## src/rtl/sha256d_stream_engine.sv

```systemverilog
// Multi-block SHA-256 / SHA-256d engine: streams pre-padded 512-bit blocks through an
// iterative one-round-per-cycle core and chains the intermediate hash across blocks.
module sha256d_stream_engine #(
  parameter int unsigned MAX_BLOCKS = 16,
  parameter int unsigned CNT_W      = $clog2(MAX_BLOCKS + 1)
) (
  input  logic             clk,
  input  logic             rst_n,
  input  logic             start,
  input  logic             mode_double,
  input  logic             abort,
  input  logic [511:0]     blk_data,
  input  logic             blk_last,
  input  logic             blk_valid,
  output logic             blk_ready,
  output logic             busy,
  output logic [255:0]     digest,
  output logic             digest_valid,
  input  logic             digest_ready,
  output logic [CNT_W-1:0] blk_count,
  output logic             err
);

  localparam logic [2:0] S_IDLE   = 3'd0;
  localparam logic [2:0] S_WAIT   = 3'd1;
  localparam logic [2:0] S_ROUND  = 3'd2;
  localparam logic [2:0] S_UPDATE = 3'd3;
  localparam logic [2:0] S_DONE   = 3'd4;

  localparam logic [255:0] IV = 256'h6a09e667_bb67ae85_3c6ef372_a54ff53a_510e527f_9b05688c_1f83d9ab_5be0cd19;

  localparam logic [0:63][31:0] K = {
    256'h428a2f98_71374491_b5c0fbcf_e9b5dba5_3956c25b_59f111f1_923f82a4_ab1c5ed5,
    256'hd807aa98_12835b01_243185be_550c7dc3_72be5d74_80deb1fe_9bdc06a7_c19bf174,
    256'he49b69c1_efbe4786_0fc19dc6_240ca1cc_2de92c6f_4a7484aa_5cb0a9dc_76f988da,
    256'h983e5152_a831c66d_b00327c8_bf597fc7_c6e00bf3_d5a79147_06ca6351_14292967,
    256'h27b70a85_2e1b2138_4d2c6dfc_53380d13_650a7354_766a0abb_81c2c92e_92722c85,
    256'ha2bfe8a1_a81a664b_c24b8b70_c76c51a3_d192e819_d6990624_f40e3585_106aa070,
    256'h19a4c116_1e376c08_2748774c_34b0bcb5_391c0cb3_4ed8aa4a_5b9cca4f_682e6ff3,
    256'h748f82ee_78a5636f_84c87814_8cc70208_90befffa_a4506ceb_bef9a3f7_c67178f2
  };

  function automatic logic [31:0] ror(input logic [31:0] x, input int unsigned n);
    return (x >> n) | (x << (32 - n));
  endfunction

  function automatic logic [31:0] big_s0(input logic [31:0] x);
    return ror(x, 2) ^ ror(x, 13) ^ ror(x, 22);
  endfunction

  function automatic logic [31:0] big_s1(input logic [31:0] x);
    return ror(x, 6) ^ ror(x, 11) ^ ror(x, 25);
  endfunction

  function automatic logic [31:0] small_s0(input logic [31:0] x);
    return ror(x, 7) ^ ror(x, 18) ^ (x >> 3);
  endfunction

  function automatic logic [31:0] small_s1(input logic [31:0] x);
    return ror(x, 17) ^ ror(x, 19) ^ (x >> 10);
  endfunction

  logic [2:0]        state, state_next;
  logic [5:0]        rnd;
  logic [0:15][31:0] w;
  logic [0:7][31:0]  hv, wv, hv_sum, wv_round;
  logic              last, dbl, pass;
  logic [31:0]       t1, t2, w_new;
  logic              accept;
  logic [CNT_W-1:0]  count_next;
  logic              err_next, blk_ready_next, busy_next, digest_valid_next;

  // Round function, schedule expansion and chaining sum
  always_comb begin
    t1 = wv[7] + big_s1(wv[4]) + ((wv[4] & wv[5]) ^ (~wv[4] & wv[6])) + K[rnd] + w[0];
    t2 = big_s0(wv[0]) + ((wv[0] & wv[1]) ^ (wv[0] & wv[2]) ^ (wv[1] & wv[2]));
    wv_round = {t1 + t2, wv[0], wv[1], wv[2], wv[3] + t1, wv[4], wv[5], wv[6]};
    w_new = small_s1(w[14]) + w[9] + small_s0(w[1]) + w[0];
    for (int j = 0; j < 8; j++) hv_sum[j] = hv[j] + wv[j];
  end

  always_ff @(posedge clk) begin
    if (!rst_n) state <= S_IDLE;
    else        state <= state_next;
  end

  always_comb begin
    state_next = state;
    count_next = blk_count;
    err_next   = err;
    accept     = 1'b0;
    case (state)
      S_IDLE: if (start) begin
        state_next = S_WAIT;
        count_next = '0;
        err_next   = 1'b0;
      end
      S_WAIT: begin
        if (blk_valid && blk_ready) begin
          accept     = 1'b1;
          state_next = S_ROUND;
          count_next = blk_count + CNT_W'(1);
        end else if (blk_valid && (blk_count == CNT_W'(MAX_BLOCKS))) begin
          err_next = 1'b1;
        end
      end
      S_ROUND:  if (rnd == 6'd63) state_next = S_UPDATE;
      S_UPDATE: begin
        if (!last)              state_next = S_WAIT;
        else if (dbl && !pass)  state_next = S_ROUND;
        else                    state_next = S_DONE;
      end
      S_DONE:   if (digest_ready) state_next = S_IDLE;
      default:  state_next = S_IDLE;
    endcase
    // Cancel overrides any handshake or start in the same cycle; err is kept
    if (abort) begin
      state_next = S_IDLE;
      count_next = '0;
      err_next   = err;
      accept     = 1'b0;
    end
    blk_ready_next    = (state_next == S_WAIT) && (count_next < CNT_W'(MAX_BLOCKS));
    busy_next         = (state_next != S_IDLE);
    digest_valid_next = (state_next == S_DONE);
  end

  always_ff @(posedge clk) begin
    if (!rst_n) begin
      rnd          <= '0;
      w            <= '0;
      hv           <= IV;
      wv           <= '0;
      last         <= 1'b0;
      dbl          <= 1'b0;
      pass         <= 1'b0;
      blk_ready    <= 1'b0;
      busy         <= 1'b0;
      digest       <= '0;
      digest_valid <= 1'b0;
      blk_count    <= '0;
      err          <= 1'b0;
    end else begin
      blk_ready    <= blk_ready_next;
      busy         <= busy_next;
      digest_valid <= digest_valid_next;
      blk_count    <= count_next;
      err          <= err_next;
      if (!abort) begin
        case (state)
          S_IDLE: if (start) begin
            hv   <= IV;
            dbl  <= mode_double;
            pass <= 1'b0;
          end
          S_WAIT: if (accept) begin
            w    <= blk_data;
            wv   <= hv;
            last <= blk_last;
            rnd  <= '0;
          end
          S_ROUND: begin
            wv  <= wv_round;
            w   <= {w[1:15], w_new};
            rnd <= rnd + 6'd1;
          end
          S_UPDATE: begin
            // Second pass hashes the 32-byte digest with its fixed padding
            if (last && dbl && !pass) begin
              w    <= {hv_sum, 1'b1, 191'b0, 64'h100};
              hv   <= IV;
              wv   <= IV;
              pass <= 1'b1;
              rnd  <= '0;
            end else begin
              hv <= hv_sum;
              if (last) digest <= hv_sum;
            end
          end
          default: ;
        endcase
      end
    end
  end

endmodule

```

## config.mk

```make
export PLATFORM = sky130hd
export DESIGN_NAME = sha256d_stream_engine
export DESIGN_NICKNAME = d
export VERILOG_FILES = /design/src/rtl/sha256d_stream_engine.sv
export SDC_FILE = /design/constraint.sdc
export NUM_CORES = 2
export LEC_CHECK = 0
export CAP_MARGIN = 20
export CORE_AREA = 8 8 453 455
export DETAILED_ROUTE_END_ITERATION = 8
export DIE_AREA = 0 0 461 463
export PLACE_DENSITY_LB_ADDON = 0.15
export SETUP_SLACK_MARGIN = 0.1
export SYNTH_ARGS = -nofsm -noshare
export SYNTH_HDL_FRONTEND = slang
export SYNTH_SLANG_ARGS = --single-unit
```

## constraint.sdc

```tcl
create_clock -name clk -period 12.9 [get_ports clk]
set_input_delay 1.29 -clock clk [delete_from_list [all_inputs] [get_ports clk]]
set_output_delay 1.29 -clock clk [all_outputs]
set_load 0.01 [all_outputs]
```

==> metrics.csv <==
stage,metric,value,unit
power,share of total power in sequential cells,42.8,%
timing,setup TNS,0,ns
yosys,Synth top area share,31.5,%
critical_path,CP max stage delay,0.85,ns
critical_path,CP endpoint kind,flop,
timing,clk_skew,0.0280,ns
critical_path,CP max FO,12,
critical_path,worst path required time,13.62,ns
global_route,global-route wire length before repair,599,mm
power,peak supply drop,0.131,mV
critical_path,CP Data Arrival Time,10.47,ns
drt,via count,85300,
yosys,Area contributors post-synth,"dfxtp_1 (31%), ha_1 (6.1%), a21oi_1 (5.9%), nor2_1 (5.5%), a211oi_1 (4.8%)",
placed_design,I/O Buffers,784,
critical_path,R2R depth,37,
critical_path,CP Launch Type,flop,
cts,CTS tree,built,
timing,Final Cycle Share,75.6,%
drt,Post-DRT Antenna Nets,0,
floorplanning,Die Y,463,um
power,share of total power in combinational logic,7.9,%
global_route,GRT met3 Usage,9.06,%
cts,TritonCTS Buffers,154,
timing,Max Clk Rate,103,MHz
critical_path,FF-to-FF Start,rnd[0],
timing,RSZ-0062 raised after global routing,no,
yosys,register bit count reported by yosys,1301,
yosys,syn avg cell area,7.82,um^2
cts,later-pin clock latency in the skew report,0.85,ns
global_route,vias in the first global route,79500,
yosys,Post-synth EDFFs,0,
drt,Detailed Routing Iterations Pass 1,8,
global_route,met1 Track Usage GR,49.6,%
worst_hold_path,Hold Crit Depth,2,
timing,slew margin rel.,-9.85,%
layout,Layout area overhead,18.0,%
floorplanning,Horiz. Die Dim,461,um
floorplanning,core area,198000,um^2
power,Switching Fraction,25.9,%
yosys,dominant synthesized flop cell,dfxtp_1,
floorplanning,Initial Util,41.8,%
cts,clk sinks,1301,
global_route,largest net degree at the start of global routing,248,
power,Clock power frac,49.3,%
placed_design,Routability Congestion,1.02,
drt,DR vias/cell,6.25,
worst_hold_path,Hold WC Path Type,reg2reg,
flow_run,number of max-cap violations,0,
cts,"Hold-fix buffers, CTS",0,
yosys,yosys warns,0,
placed_design,DP HPWL,325,mm
yosys,Post-Synthesis Cell Area,82800,um^2
drt,DRC Markers,0,
yosys,fraction of registers with async set/reset,0,%
timing,Worst Tran Pin Value,1.65,ns
status,failing checks,max-slew violations,
yosys,Synth cell types,100,
global_route,Top Usage Layer GRT,met2,
drt,DRT Wirelength,431,mm
yosys,Synth area leader,dfxtp_1,
cts,Clock Root Buffer,clkbuf_16,
timing,final slew viol count,128,
floorplanning,# rows,164,
critical_path,FF-to-FF End,wv[255],
critical_path,CP Launch Point,rnd[0],
layout,nets@finish,12000,
timing,Period minus WS final,9.75,ns
cts,"Clk pin slew, worst setup/hold paths",0.06,ns
floorplanning,Boundary Pins,785,
critical_path,crit path capture,wv[255],
timing,Final setup viols,0,
critical_path,"most used cell, CP",inv_1,
drt,initial drt markers,10600,
yosys,Syn Inst Count,10600,
layout,layout cell share with drive strength beyond 1,4.84,%
cts,post-CTS setup buffer count,0,
critical_path,Reg2Reg Setup Slack,3.15,ns
timing,final hold violations,0,
yosys,Syn Nets,11700,
drt,wire length per cell,31.6,um
yosys,"Seq/Total Area, Yosys",31.5,%
layout,"Core Util, Final",49.3,%
global_route,total congestion overflow,0,
critical_path,"Max stage delay cell, worst path",ha_1,
floorplanning,DIE AREA,213000,um^2
cts,htree depth,4,
cts,post-CTS resize count,0,
power,P_int,7.02,mW
global_route,met2 usage,56.0,%
layout,Layout fillers,19500,
status,status,finished with violations,
power,pwr/cell area,97.0,nW/um^2
power,Leak,39.3,nW
critical_path,CP Class,reg2reg,
global_route,initial antenna violation count,62,
global_route,Global Route Usage Sum,38.2,%
cts,Max Buffers Root-to-Sink,3,
power,Psw,2.45,mW
-- area by class of cell --
class / instances / area (um^2) / area share [%]
Antenna cell: 38 / 95.1 / 0.0973
Sequential cell: 1301 / 26100 / 26.7
Clock buffer: 214 / 4480 / 4.59
Multi-Input combinational cell: 7950 / 51900 / 53.1
Clock inverter: 67 / 850 / 0.870
Tap cell: 2656 / 3320 / 3.40
Timing Repair Buffer: 931 / 9140 / 9.36
Inverter: 498 / 1880 / 1.93
-- power by group through the flow --
stage | clock network (mW) | registers [mW] | logic [mW]
6_report | 4.67 | 4.06 | 0.747
5_1_grt | 4.85 | 4.06 | 0.769
4_1_cts | 4.69 | 4.06 | 0.727
3_5_place_dp | 0 | 4.15 | 0.723
3_3_place_gp | 0 | 4.15 | 0.721
2_1_floorplan | 0 | 4.13 | 0.332
-- placed cells by master, fill, tap and decap left out, drive strengths merged, types with 26 or more instances in the layout --
cell / n
and3: 333
a21oi: 976
a21o: 214
mux2i: 178
nand3: 127
a31oi: 63
buf: 147
nor3: 606
a22oi: 81
clkdlybuf4s50: 783
o211ai: 69
nor2b: 38
nand2b: 51
ha: 401
xor2: 210
a22o: 36
o22ai: 95
nor2: 1202
fa: 195
mux2: 34
a221oi: 60
diode: 38
xnor2: 372
o21a: 60
clkbuf: 215
o21ai: 512
nand4: 39
inv: 505
o21bai: 58
clkinv: 41
a211oi: 527
nand2: 959
o311ai: 48
or3: 45
o22a: 26
o221ai: 30
dfxtp: 1301
-- synthesized netlist by cell type, types with 95 or more instances --
library cell	instances
a21o_1	214
a211oi_1	525
dfxtp_1	1301
inv_1	492
clkbuf_1	771
a21oi_1	972
mux2i_1	178
nand3_1	127
o22ai_1	95
fa_1	195
xor2_1	209
xnor2_1	372
nand2_1	959
o21ai_0	463
and3_1	333
ha_1	401
nor2_1	1202
nor3_1	606
-- worst max-delay path: cells and delay by family (launching register included) --
| family | cells | cell delay, ns |
|---|---|---|
| compound gates | 12 | 2.97 |
| flops | 1 | 0.33 |
| simple gates | 10 | 2.13 |
| buf+inv | 6 | 0.99 |
| fa+ha+maj | 6 | 2.69 |
| xor+xnor | 3 | 0.50 |
-- logic make-up after synthesis --
family | synth area share (%)
and+or+nand+nor | 18.9
AOI/OAI and AO/OA | 23.7
buffers and inverters | 6.08
DFF | 31.5
adders and majority gates | 10.8
xor gates and xnor gates | 6.28
muxes | 2.81
-- metrics by stage --
stage	power (mW)	hold slack, ns	worst slack [ns]	cell area [um^2]	cells
final	9.48	0.447	3.15	97700	13700
after global placement	4.87	0.427	3.34	92200	13300
after floorplan	4.46	0.417	5.27	82800	10600
after global routing	9.68	0.467	2.55	97700	13600
after detailed placement	4.87	0.434	3.40	92300	13300
after CTS	9.48	0.447	3.32	97600	13600
-- worst min-delay path by stage --
stage	startpoint	endpoint
4_1_cts	w[335]	w[335]
6_report	w[335]	w[335]
3_3_place_gp	w[344]	w[344]
5_1_grt	digest[97]	digest[97]
2_1_floorplan	w[343]	w[343]
3_5_place_dp	w[343]	w[343]
-- state kept, by name, summed over array words and instances (netlist names) --
| signal | cells |
|---|---|
| blk_count | 5 |
| wv | 256 |
| rnd | 6 |
| digest | 256 |
| state | 3 |
| w | 512 |
| digest_valid | 1 |
| pass | 1 |
| blk_ready | 1 |
| busy | 1 |
| err | 1 |
| hv | 256 |
| dbl | 1 |
| last | 1 |
-- layer usage --
metal | vias up | routed length (um)
li1 | 37900 | -
met1 | 41600 | 170000
met2 | 4788 | 182000
met3 | 1001 | 44500
met4 | 16 | 34700
met5 | - | 101
Note: power is estimated with default switching activity, not from simulation.
